==> config.mk <==
export PLATFORM = sky130hd
export DESIGN_NAME = oloca_accumulator
export DESIGN_NICKNAME = d
export VERILOG_FILES = /design/src/rtl/oloca_pkg.sv /design/src/rtl/oloca_acc_core.sv /design/src/rtl/oloca_accumulator.sv
export SDC_FILE = /design/constraint.sdc
export NUM_CORES = 1
export LEC_CHECK = 0
export ABC_AREA = 1
export CAP_MARGIN = 20
export CORE_ASPECT_RATIO = 1.75
export CORE_MARGIN = 8
export CORE_UTILIZATION = 60
export CTS_CLUSTER_SIZE = 24
export DETAILED_ROUTE_END_ITERATION = 10
export DONT_BUFFER_PORTS = 1
export GPL_TIMING_DRIVEN = 0
export PLACE_DENSITY = 0.76
export SYNTH_ARGS = -nofsm -noshare
export SYNTH_HDL_FRONTEND = slang
export SYNTH_SLANG_ARGS = --single-unit
==> constraint.sdc <==
create_clock -name clk -period 2.4 [get_ports clk]
set_input_delay 0.48 -clock clk [delete_from_list [all_inputs] [get_ports clk]]
set_output_delay 0.48 -clock clk [all_outputs]
set_load 0.02 [all_outputs]
==> src/rtl/oloca_pkg.sv <==
// Shared OLOCA definitions: accumulator FSM states and the OLOCA approximate add.
// oloca_add works on words up to OLOCA_MAX_W bits; callers zero-extend their operands.
package oloca_pkg;

    localparam int OLOCA_MAX_W = 64;

    typedef logic [OLOCA_MAX_W-1:0] oloca_word_t;

    typedef enum logic {
        ACC  = 1'b0,
        HOLD = 1'b1
    } oloca_state_t;

    // Returns {carry_out, sum}. The low imprecise_part-2 bits are forced to one.
    // The next two bits are the OR of the operand bits.
    // The upper field is an exact add whose carry-in is the OR of bit imprecise_part-1.
    function automatic logic [OLOCA_MAX_W:0] oloca_add(
        input oloca_word_t a,
        input oloca_word_t b,
        input int          acc_width,
        input int          imprecise_part
    );
        logic [OLOCA_MAX_W:0] acc_mask;
        logic [OLOCA_MAX_W:0] aw;
        logic [OLOCA_MAX_W:0] bw;
        logic [OLOCA_MAX_W:0] ab;
        logic [OLOCA_MAX_W:0] mask_low;
        logic [OLOCA_MAX_W:0] mask_mid;
        logic [OLOCA_MAX_W:0] cin;
        logic [OLOCA_MAX_W:0] upper;
        logic [OLOCA_MAX_W:0] full;
        logic [OLOCA_MAX_W:0] above;
        acc_mask = (65'd1 << acc_width) - 65'd1;
        aw       = {1'b0, a} & acc_mask;
        bw       = {1'b0, b} & acc_mask;
        ab       = aw | bw;
        mask_low = (65'd1 << (imprecise_part - 2)) - 65'd1;
        mask_mid = ((65'd1 << imprecise_part) - 65'd1) & ~mask_low;
        cin      = (ab >> (imprecise_part - 1)) & 65'd1;
        upper    = (aw >> imprecise_part) + (bw >> imprecise_part) + cin;
        full     = (upper << imprecise_part) | (ab & mask_mid) | mask_low;
        above    = full >> acc_width;
        return {above[0], full[OLOCA_MAX_W-1:0] & acc_mask[OLOCA_MAX_W-1:0]};
    endfunction

endpackage

==> src/rtl/oloca_acc_core.sv <==
// Combinational OLOCA add of accumulator and operand, plus optional saturation.
// Macro OLOCA_ACC_SATURATE_EN: force the sum to all ones on a carry-out.
module oloca_acc_core
    import oloca_pkg::*;
#(
    parameter int ACC_WIDTH      = 32,
    parameter int IMPRECISE_PART = 8
) (
    input  logic [ACC_WIDTH-1:0] acc,
    input  logic [ACC_WIDTH-1:0] operand,
    output logic [ACC_WIDTH-1:0] sum,
    output logic                 carry
);

    oloca_word_t          acc_ext;
    oloca_word_t          operand_ext;
    logic [OLOCA_MAX_W:0] add_result;
    logic                 unused_high;

    always_comb begin
        acc_ext                       = '0;
        operand_ext                   = '0;
        acc_ext[ACC_WIDTH-1:0]        = acc;
        operand_ext[ACC_WIDTH-1:0]    = operand;
        add_result = oloca_add(acc_ext, operand_ext, ACC_WIDTH, IMPRECISE_PART);
        carry      = add_result[OLOCA_MAX_W];
`ifdef OLOCA_ACC_SATURATE_EN
        // An all-ones accumulator always carries out again, so saturation is self-sustaining.
        sum = carry ? '1 : add_result[ACC_WIDTH-1:0];
`else
        sum = add_result[ACC_WIDTH-1:0];
`endif
    end

    assign unused_high = ^add_result[OLOCA_MAX_W-1:ACC_WIDTH];

endmodule

==> src/rtl/oloca_accumulator.sv <==
// Streaming OLOCA packet accumulator: one beat per cycle in, one sum per packet out.
// Build option OLOCA_ACC_SATURATE_EN selects saturation instead of wrap-around.
module oloca_accumulator
    import oloca_pkg::*;
#(
    parameter int DATA_WIDTH     = 16,
    parameter int ACC_WIDTH      = 32,
    parameter int IMPRECISE_PART = 8,
    parameter int COUNT_WIDTH    = 8
) (
    input  logic                   clk,
    input  logic                   rst,
    input  logic                   in_valid,
    output logic                   in_ready,
    input  logic [DATA_WIDTH-1:0]  in_data,
    input  logic                   in_last,
    output logic                   out_valid,
    input  logic                   out_ready,
    output logic [ACC_WIDTH-1:0]   out_sum,
    output logic [COUNT_WIDTH-1:0] out_count,
    output logic                   out_ovf
);

    oloca_state_t           state_reg;
    logic [ACC_WIDTH-1:0]   acc_reg;
    logic [COUNT_WIDTH-1:0] count_reg;
    logic                   ovf_reg;
    logic                   first_reg;

    logic [ACC_WIDTH-1:0]   operand;
    logic [ACC_WIDTH-1:0]   acc_next;
    logic                   carry;

    always_comb begin
        operand                  = '0;
        operand[DATA_WIDTH-1:0]  = in_data;
    end

    oloca_acc_core #(
        .ACC_WIDTH      (ACC_WIDTH),
        .IMPRECISE_PART (IMPRECISE_PART)
    ) u_core (
        .acc     (acc_reg),
        .operand (operand),
        .sum     (acc_next),
        .carry   (carry)
    );

    always_ff @(posedge clk or posedge rst) begin
        if (rst) begin
            state_reg <= ACC;
            acc_reg   <= '0;
            count_reg <= '0;
            ovf_reg   <= 1'b0;
            first_reg <= 1'b1;
        end else begin
            case (state_reg)
                ACC: begin
                    if (in_valid) begin
                        if (first_reg) begin
                            // First beat loads exactly: nothing to approximate against.
                            acc_reg   <= operand;
                            count_reg <= COUNT_WIDTH'(1);
                            ovf_reg   <= 1'b0;
                            first_reg <= 1'b0;
                        end else begin
                            acc_reg   <= acc_next;
                            count_reg <= count_reg + COUNT_WIDTH'(1);
                            ovf_reg   <= ovf_reg | carry;
                        end
                        if (in_last) begin
                            state_reg <= HOLD;
                        end
                    end
                end
                HOLD: begin
                    if (out_ready) begin
                        state_reg <= ACC;
                        first_reg <= 1'b1;
                    end
                end
                default: state_reg <= ACC;
            endcase
        end
    end

    assign in_ready  = (state_reg == ACC);
    assign out_valid = (state_reg == HOLD);
    assign out_sum   = acc_reg;
    assign out_count = count_reg;
    assign out_ovf   = ovf_reg;

endmodule

# ---- Word-level counts from Yosys, hierarchy flattened
# Cells that the tools add are included.
# Widths: inputs -> output; s select.
dict set report word_totals {
  in_bits 21
  output_inout_bits 43
  elab_cells 26
  register_bits 43
}
dict set report classes {
  add_sub_neg 3
  eq_ne 2
  mux 10
  n_reduce_logical 2
  n_bitwise 4
}
# operator count
set op_table {}
lappend op_table {{$or 33x8->33} 1}
lappend op_table {{$mux 32} 1}
lappend op_table {{$add 24x8->25} 1}
lappend op_table {{$add 25x1->25} 1}
lappend op_table {{$add 8x1->8 const B} 1}
lappend op_table {{$mux 8} 1}
lappend op_table {{$or 8x8->8} 1}
lappend op_table {{$mux 1} 6}
lappend op_table {{$ne 2x2->1 const B} 2}
lappend op_table {{$pmux 1 s2} 2}
lappend op_table {{$reduce_and 2->1} 2}
lappend op_table {{$not 1->1} 1}
lappend op_table {{$or 1x1->1} 1}

# ---- Logic depth before layout (Yosys ltp)
# Gate-level depths: netlist of run 1.
dict set report depth {
  word_depth 5
  ltp_mapped 14
  ltp_nobuf 14
}

# ---- Modules after synthesis
# A second synthesis of run 1 with hierarchy kept.
dict set report unflattened {
  cells_unflattened 600
  hier_area_um2 3902.5
}
# mod cells_each instances area_each_um2 seq_area_each_um2
set modules_own_cells {}
lappend modules_own_cells {oloca_accumulator 212 1 1998.2 1077.3}
lappend modules_own_cells {oloca_acc_core 388 1 1904.3 0.0}

# ---- Worst setup path after synthesis of run 1
# OpenSTA, ideal clock, no wires.
dict set report synth_path {
  path_type {register to register}
  from {register acc_reg[7], in the netlist out_sum[7]}
  to {register acc_reg[16], in the netlist out_sum[16]}
  path_buffers 0
  period_less_slack_ps 2025
  slack_ps 375
  path_stages_with_launch 14
  t_arrival_ps 1901
  t_required_ps 2277
  setup_time_ps 123
  cell_sequence {dfrtp_1 nor2_1 fa_1 inv_1 fa_1 nand2_1 nand3_1 nand2_1 clkinv_1 nand2_1 nand2_2 nand2_1 xor2_1 nor2_1}
}
dict set report synth_via {
  elab_chain_len 4
}
# item line_no
set synth_lines {}
lappend synth_lines {{start: declaration} oloca_accumulator.sv:25} ;# logic [ACC_WIDTH-1:0] acc_reg;
lappend synth_lines {{start signal: assignment} oloca_accumulator.sv:62} ;# acc_reg <= operand;
lappend synth_lines {{start signal: assignment} oloca_accumulator.sv:67} ;# acc_reg <= acc_next;
lappend synth_lines {{$or 8x8->8} oloca_pkg.sv:36} ;# ab = aw | bw;
lappend synth_lines {{$add 25x1->25} oloca_pkg.sv:40} ;# upper = (aw >> imprecise_part) + (bw >> imprecise_part) + cin;
lappend synth_lines {{$or 33x8->33} oloca_pkg.sv:41} ;# full = (upper << imprecise_part) | (ab & mask_mid) | mask_low;
lappend synth_lines {{$mux 32} oloca_accumulator.sv:60} ;# if (first_reg) begin
# No other way between the ends.
# A chain may end at the register's enable or synchronous reset.

# ---- Worst setup path after layout of run 1
# Same ends and word-level chain as after synthesis.

==> run metrics, run 1 <==
outcome=completed; share of cells above drive strength 1=approximately 11%; WS Path Type=flop to flop; period utilization=between 90 and 100%; CP Capture Type=flop; pin count of the biggest net entering global routing=44; max reg flops=32; Max stage delay on crit path=0.47 ns; CP max stage cell=dfrtp_2; RSZ-0062 raised after global routing=false; DR pass1 iterations=4; syn_area_per_cell=7.50 sq um; fin. max-slew vios=0; GRT busiest layer=met2; Site Rows=32; Syn-to-layout area delta=7.58%; DRC violations left=0; GR Util met3=5.67%; Starting Density=62.0%; Area after DPL=0.00277 sq mm; kind of start point of the critical path=flop; EDFF count, synth=0; grt ovf=0; Design Area, Final=0.00291 sq mm; Layout Cells excl Fill=420; Final Skew=0.00669 ns; Final setup viols=0; Peak Freq=around 450 MHz; Yosys cell types=36; Max Cap Violations=0; Synth Register Bits=43; power per cell area=roughly 1100 mW/mm^2; antenna fix cells=0; Worst Tran Pin Value=0.891 ns; setup slack, reg-to-reg=around 0.20 ns; Post-CTS Setup Bufs=0; delay-heaviest family, CP=simple AND/OR/NAND/NOR gates; Yosys top cell by area=dfrtp_1; wire per inst=~16 microns; Final Util=66.7%; first-pass GRT wire length=10900 microns; Clk Latency, worst-skew pair=around 0.3 ns; Layout Nets=399; CP max FO=6; CP Data Arrival Time=between 2 and 2.5 ns; CTS sink cnt=43; hpwl dp=5100 microns; Worst slew margin=40.5%; Leakage Power=between 1 and 1.5 nW; vias in the first global route=around 2300; core region area=0.00436 sq mm; syn nets=around 400; Initial DRC Count=88; Die Width=about 67 microns; largest cells by area after synthesis=dfrtp_1 39%, nand2_1 14%, inv_1 7.4%; met2 GRT Util=around a third; antenna viol nets, final=0; initial antenna violation count=0; IO Count=64; fin crit period=2.20 ns; Max Root-Sink Buffers=2; fraction of registers with async set/reset=100%; vias per cell=between 5 and 6; CTS tree=done; CTS Buf Count=5; H-tree levels=2; CP Data Required Time=2.59 ns; Root Driver=clkbuf_8; area fraction of the dominant cell type after synthesis=between 30% and 40%; Port Buf Inserts=0; die area=around 0.0070 sq mm; GRT Total Usage=19.6%; Fin Hold WS=between 0.2 and 0.25 ns; post-synthesis sequential area ratio=39.8%; Hold Vio Cnt, Final=0; Yosys warning count=0; Reg clk slew, reported paths=0.09 ns; Synth Cell Area=between 0.002 and 0.003 sq mm; M1 GR Usage=between 20% and 30%; maximum vdd drop=798 uV; Hold Crit Class=primary input to async pin; WP buf/inv=2; dpl cells=412; ys flop type=dfrtp_1; Most common cell on crit path=nand2_1; Setup TNS Final=0 ns; Routed Wire Length=6680 microns; Synth Instances=361; worst-path cell chain=nor2_1, fa_1, inv_1, fa_2, nand2_1, nand3_1, nand2_1, clkinv_1, nand2_1, nand2_2, nand2_1, xor2_1, nor2_1; die height=~100 microns; placer congestion estimate=0.916; via count=between 2000 and 2500
worst reg2reg max path: stages (launching register included):
cell,delay (ns)
dfrtp_2,0.47
nor2_1,0.16
fa_1,0.18
inv_1,0.08
fa_2,0.37
nand2_1,0.10
nand3_1,0.07
nand2_1,0.10
clkinv_1,0.09
nand2_1,0.08
nand2_2,0.10
nand2_1,0.09
xor2_1,0.16
nor2_1,0.05
kinds of logic (layout without fill, tap and decap cells):
group	count (synthesis)	after routing	synth area share, %
buffers and inverters	63	71	10.0
XOR/XNOR	3	3	0.971
flip-flops	43	43	39.8
adder cells (fa/ha/maj)	10	10	5.18
AO/OA/AOI/OAI	40	40	10.3
AND/OR/NAND/NOR	202	202	33.7
cell usage after synthesis (2+ instances only):
library cell and count:
a21oi_1 12, a22o_1 3, buf_2 2, buf_6 3
dfrtp_1 42, fa_1 2, ha_1 8, inv_1 53
inv_2 3, nand2_1 99, nand2_2 2, nand3_1 31
nand3_2 7, nand4_1 2, nor2_1 46, nor3_1 5
nor3_2 4, o21ai_0 6, o21bai_1 2, o221ai_1 2
o22a_1 7, o22ai_1 3, or2_2 2, xor2_1 3
final timing paths:
kind / to / from / depth (start not counted)
max: out_sum[16] / out_sum[7] / 13
min: out_valid / rst / 1
max reg2reg: out_sum[16] / out_sum[7] / 13
min reg2reg: first_reg / first_reg / 2
max in group asynchronous: out_sum[7] / rst / 1
min in group clk: out_valid / in_valid / 2
layout by cell type (no fill, tap or decap), types with 3 or more instances in the layout:
cell and instances:
nor3_2 4, nor2_1 46, a22o_1 3, ha_1 8, a21oi_1 12, inv_1 52, buf_6 3, xor2_1 3
o22ai_1 3, o21ai_0 6, o22a_1 7, nand2_1 99, clkbuf_8 6, dfrtp_1 40, nor3_1 5, nand3_1 31
nand3_2 7, inv_2 4
timing repair:
item / 4_1_cts / 5_1_grt
resized for setup: 0 / 3
endpoints found under the setup margin: 0 / 4
hold buffers: 0 / 0
power by group:
group	total, mW	leakage, nW	switching, mW	internal [mW]
sequential	1.34	0.533	0.434	0.910
clock	0.678	0.0644	0.263	0.415
combinational	1.09	0.891	0.676	0.418
total	3.12	1.49	1.37	1.74
through the flow:
stage	worst slack [ns]	power (mW)
floorplan	0.375	2.17
global placement	0.146	2.40
detailed placement	0.135	2.43
CTS	0.101	3.13
global route	0.0225	3.33
finish	0.199	3.12
metal layers:
layer | part of all wire [%] | wire length, microns | up-vias
li1 | - | - | 1170
met2 | 53 | 3530 | 82
met4 | 2.2 | 148 | 0
met5 | 0 | 0 | -
met1 | 37 | 2460 | 1103
met3 | 8.1 | 543 | 12
cell type report:
type	instances	area, sq um
Buffer	6	57.6
Clock buffer	5	68.8
Clock inverter	3	67.6
Fill cell	380	1450
Inverter	57	214
Multi-Input combinational cell	255	1360
Sequential cell	43	1080
Tap cell	51	63.8
Note: power is estimated with default switching activity, not from simulation.
==> run 2: changes to the inputs <==
--- a/config.mk
+++ b/config.mk
@@ -7,14 +7,16 @@
 export LEC_CHECK = 0
 export ABC_AREA = 1
 export CAP_MARGIN = 20
+export CELL_PAD_IN_SITES_DETAIL_PLACEMENT = 0
+export CELL_PAD_IN_SITES_GLOBAL_PLACEMENT = 1
 export CORE_ASPECT_RATIO = 1.75
 export CORE_MARGIN = 8
-export CORE_UTILIZATION = 60
+export CORE_UTILIZATION = 45
 export CTS_CLUSTER_SIZE = 24
 export DETAILED_ROUTE_END_ITERATION = 10
 export DONT_BUFFER_PORTS = 1
 export GPL_TIMING_DRIVEN = 0
-export PLACE_DENSITY = 0.76
+export PLACE_DENSITY_LB_ADDON = 0.1
 export SYNTH_ARGS = -nofsm -noshare
 export SYNTH_HDL_FRONTEND = slang
 export SYNTH_SLANG_ARGS = --single-unit
==> run metrics, run 2 (same netlist as run 1, synthesis figures left out) <==
CP max FO=6 (unchanged); H-tree levels=2 (unchanged); die area=0.00885 sq mm (+26%); CP Data Required Time=2.59 ns (about the same); CP Capture Type=flop; pin count of the biggest net entering global routing=34 (-23%); WS Path Type=flop to flop; DR pass1 iterations=4 (unchanged); CTS sink cnt=43 (unchanged); max reg flops=32 (unchanged); wire per inst=15.9 microns (about the same); WP buf/inv=2 (unchanged); Layout Nets=401 (+0.50%); CTS Buf Count=5 (unchanged); Port Buf Inserts=0 (unchanged); Root Driver=clkbuf_8; Clk Latency, worst-skew pair=0.30 ns (about the same); hpwl dp=5740 microns (+13%); outcome=completed; Routed Wire Length=7130 microns (+6.8%); delay-heaviest family, CP=simple AND/OR/NAND/NOR gates; Setup TNS Final=0 ns (unchanged); Die Width=74.6 microns (+12%); antenna viol nets, final=0 (unchanged); Site Rows=37 (+16%); worst-path cell chain=nor2_1, fa_1, inv_2, fa_2, nand2_1, nand3_1, nand2_1, clkinv_1, nand2_1, nand2_2, nand2_1, xor2_1, nor2_1; pre-CTS WS=0.0644 ns (-0.0703 ns); Fin Hold WS=0.299 ns (+0.0567 ns); via count=2309 (-2.5%); GRT Total Usage=17.5% (-2.1 points); area of the multi-input gates=0.00136 sq mm (unchanged); Worst Tran Pin Value=0.521 ns (-0.370 ns); maximum vdd drop=544 uV (-32%); Syn-to-layout area delta=9.80%; Hold Vio Cnt, Final=0 (unchanged); WP depth=13 (unchanged); R2R cell count=13 (unchanged); Final Skew=0.00382 ns (-0.00286 ns); Max Cap Violations=0 (unchanged); Final setup viols=0 (unchanged); initial antenna violation count=0 (unchanged); Post-CTS Setup Bufs=0 (unchanged); hold path depth=2; grt ovf=0 (unchanged); CP max stage cell=dfrtp_2; DRC violations left=0 (unchanged); kind of start point of the critical path=flop; RSZ-0062 raised after global routing=false; fin crit period=2.19 ns (-0.00827 ns); power per cell area=1050 mW/mm^2 (-1.8%); share of cells above drive strength 1=11.6% (+0.21 points); Fillers=628 (+65%); leading cell type in the layout, fill and taps excluded=nand2_1; Seq. cell area=0.00108 sq mm (unchanged); placer congestion estimate=0.891 (-2.7%); die height=119 microns (+13%); Starting Density=46.4% (-16 points); Max Root-Sink Buffers=2 (unchanged); Final WS setup=0.207 ns (+0.00827 ns); Worst slew margin=65.1% (+25 points); Peak Freq=456 MHz (+0.38%); Most common cell on crit path=nand2_1; IO Count=64 (unchanged); vias per cell=5.14 (-8.8%); antenna fix cells=0 (unchanged); Hold Crit Class=primary input to flop; period utilization=91.4% (-0.34 points); core region area=0.00583 sq mm (+34%); first-pass GRT wire length=12000 microns (+10%); Initial DRC Count=70 (-20%); Leakage Power=1.50 nW (+0.95%); Max stage delay on crit path=0.47 ns (about the same); Reg clk slew, reported paths=0.08 ns (about the same); CP Data Arrival Time=2.38 ns (about the same); vias in the first global route=2443 (+4.6%); fin. max-slew vios=0 (unchanged); CTS tree=done; commonest cells after routing, fill and taps aside=99 x nand2_1, 51 x inv_1, 46 x nor2_1
-- run 2: cell types whose count changed in the layout (fill, tap and decap cells not counted), sizes merged --
cell	change
buf	+1
clkbuf	+1
clkinvlp	-1
dlygate4sd3	+1
-- run 2: per-layer routing --
| layer | wire length (microns) | GRT usage [%] |
|---|---|---|
| met4 | 171 | 7.28 |
| met5 | 0 | 0 |
| met1 | 2550 | 17.2 |
| met2 | 4020 | 32.2 |
| met3 | 389 | 4.74 |
-- run 2: final cells by class --
class                   count  area share (%)
multi-input cells         255            45.8
repair buffers              2            1.01
plain buffers               6            1.94
flip-flops and latches     43            36.3
clock buffers               6            2.44
clock inverters             2            2.02
well taps                  78            3.28
inverters                  57            7.20
-- run 2: metrics by stage --
stage	cell area, sq um	util, %	total power [mW]	cells
floorplan	2710	-	2.17	361
global placement	2800	48.1	2.45	439
detailed placement	2820	48.4	2.48	440
CTS	2970	50.9	3.17	449
global route	2970	50.9	3.39	449
finish	2970	50.9	3.12	449
-- run 2: worst reg2reg max path, delay by kind of cell (launching register included) --
family                     cells  cell delay (ns)
DFF                            1             0.47
buffers and inverters          2             0.16
xor gates and xnor gates       1             0.15
adders and majority gates      2             0.56
and+or+nand+nor                8             0.75
-- run 2: path summary, 6_finish.rpt --
kind,from,to,slack (ns)
max in group asynchronous,rst,first_reg,1.31
worst min register to register,first_reg,first_reg,0.57
worst max register to register,out_sum[7],out_sum[16],0.21
min in group asynchronous,rst,out_count[6],0.55
worst max-delay path,out_sum[7],out_sum[16],0.21
worst min-delay path,in_valid,out_valid,0.30
-- run 2: where the power goes --
group | internal, mW | switching (mW) | leakage, nW
registers | 0.910 | 0.436 | 0.533
logic | 0.423 | 0.678 | 0.905
clock network | 0.416 | 0.261 | 0.0654
-- run 2: repair_timing --
action,4_1_cts,5_1_grt
endpoints found under the setup margin,0,7
hold buffers,1,0
resized for setup,0,4
hold endpoints to repair,10,0
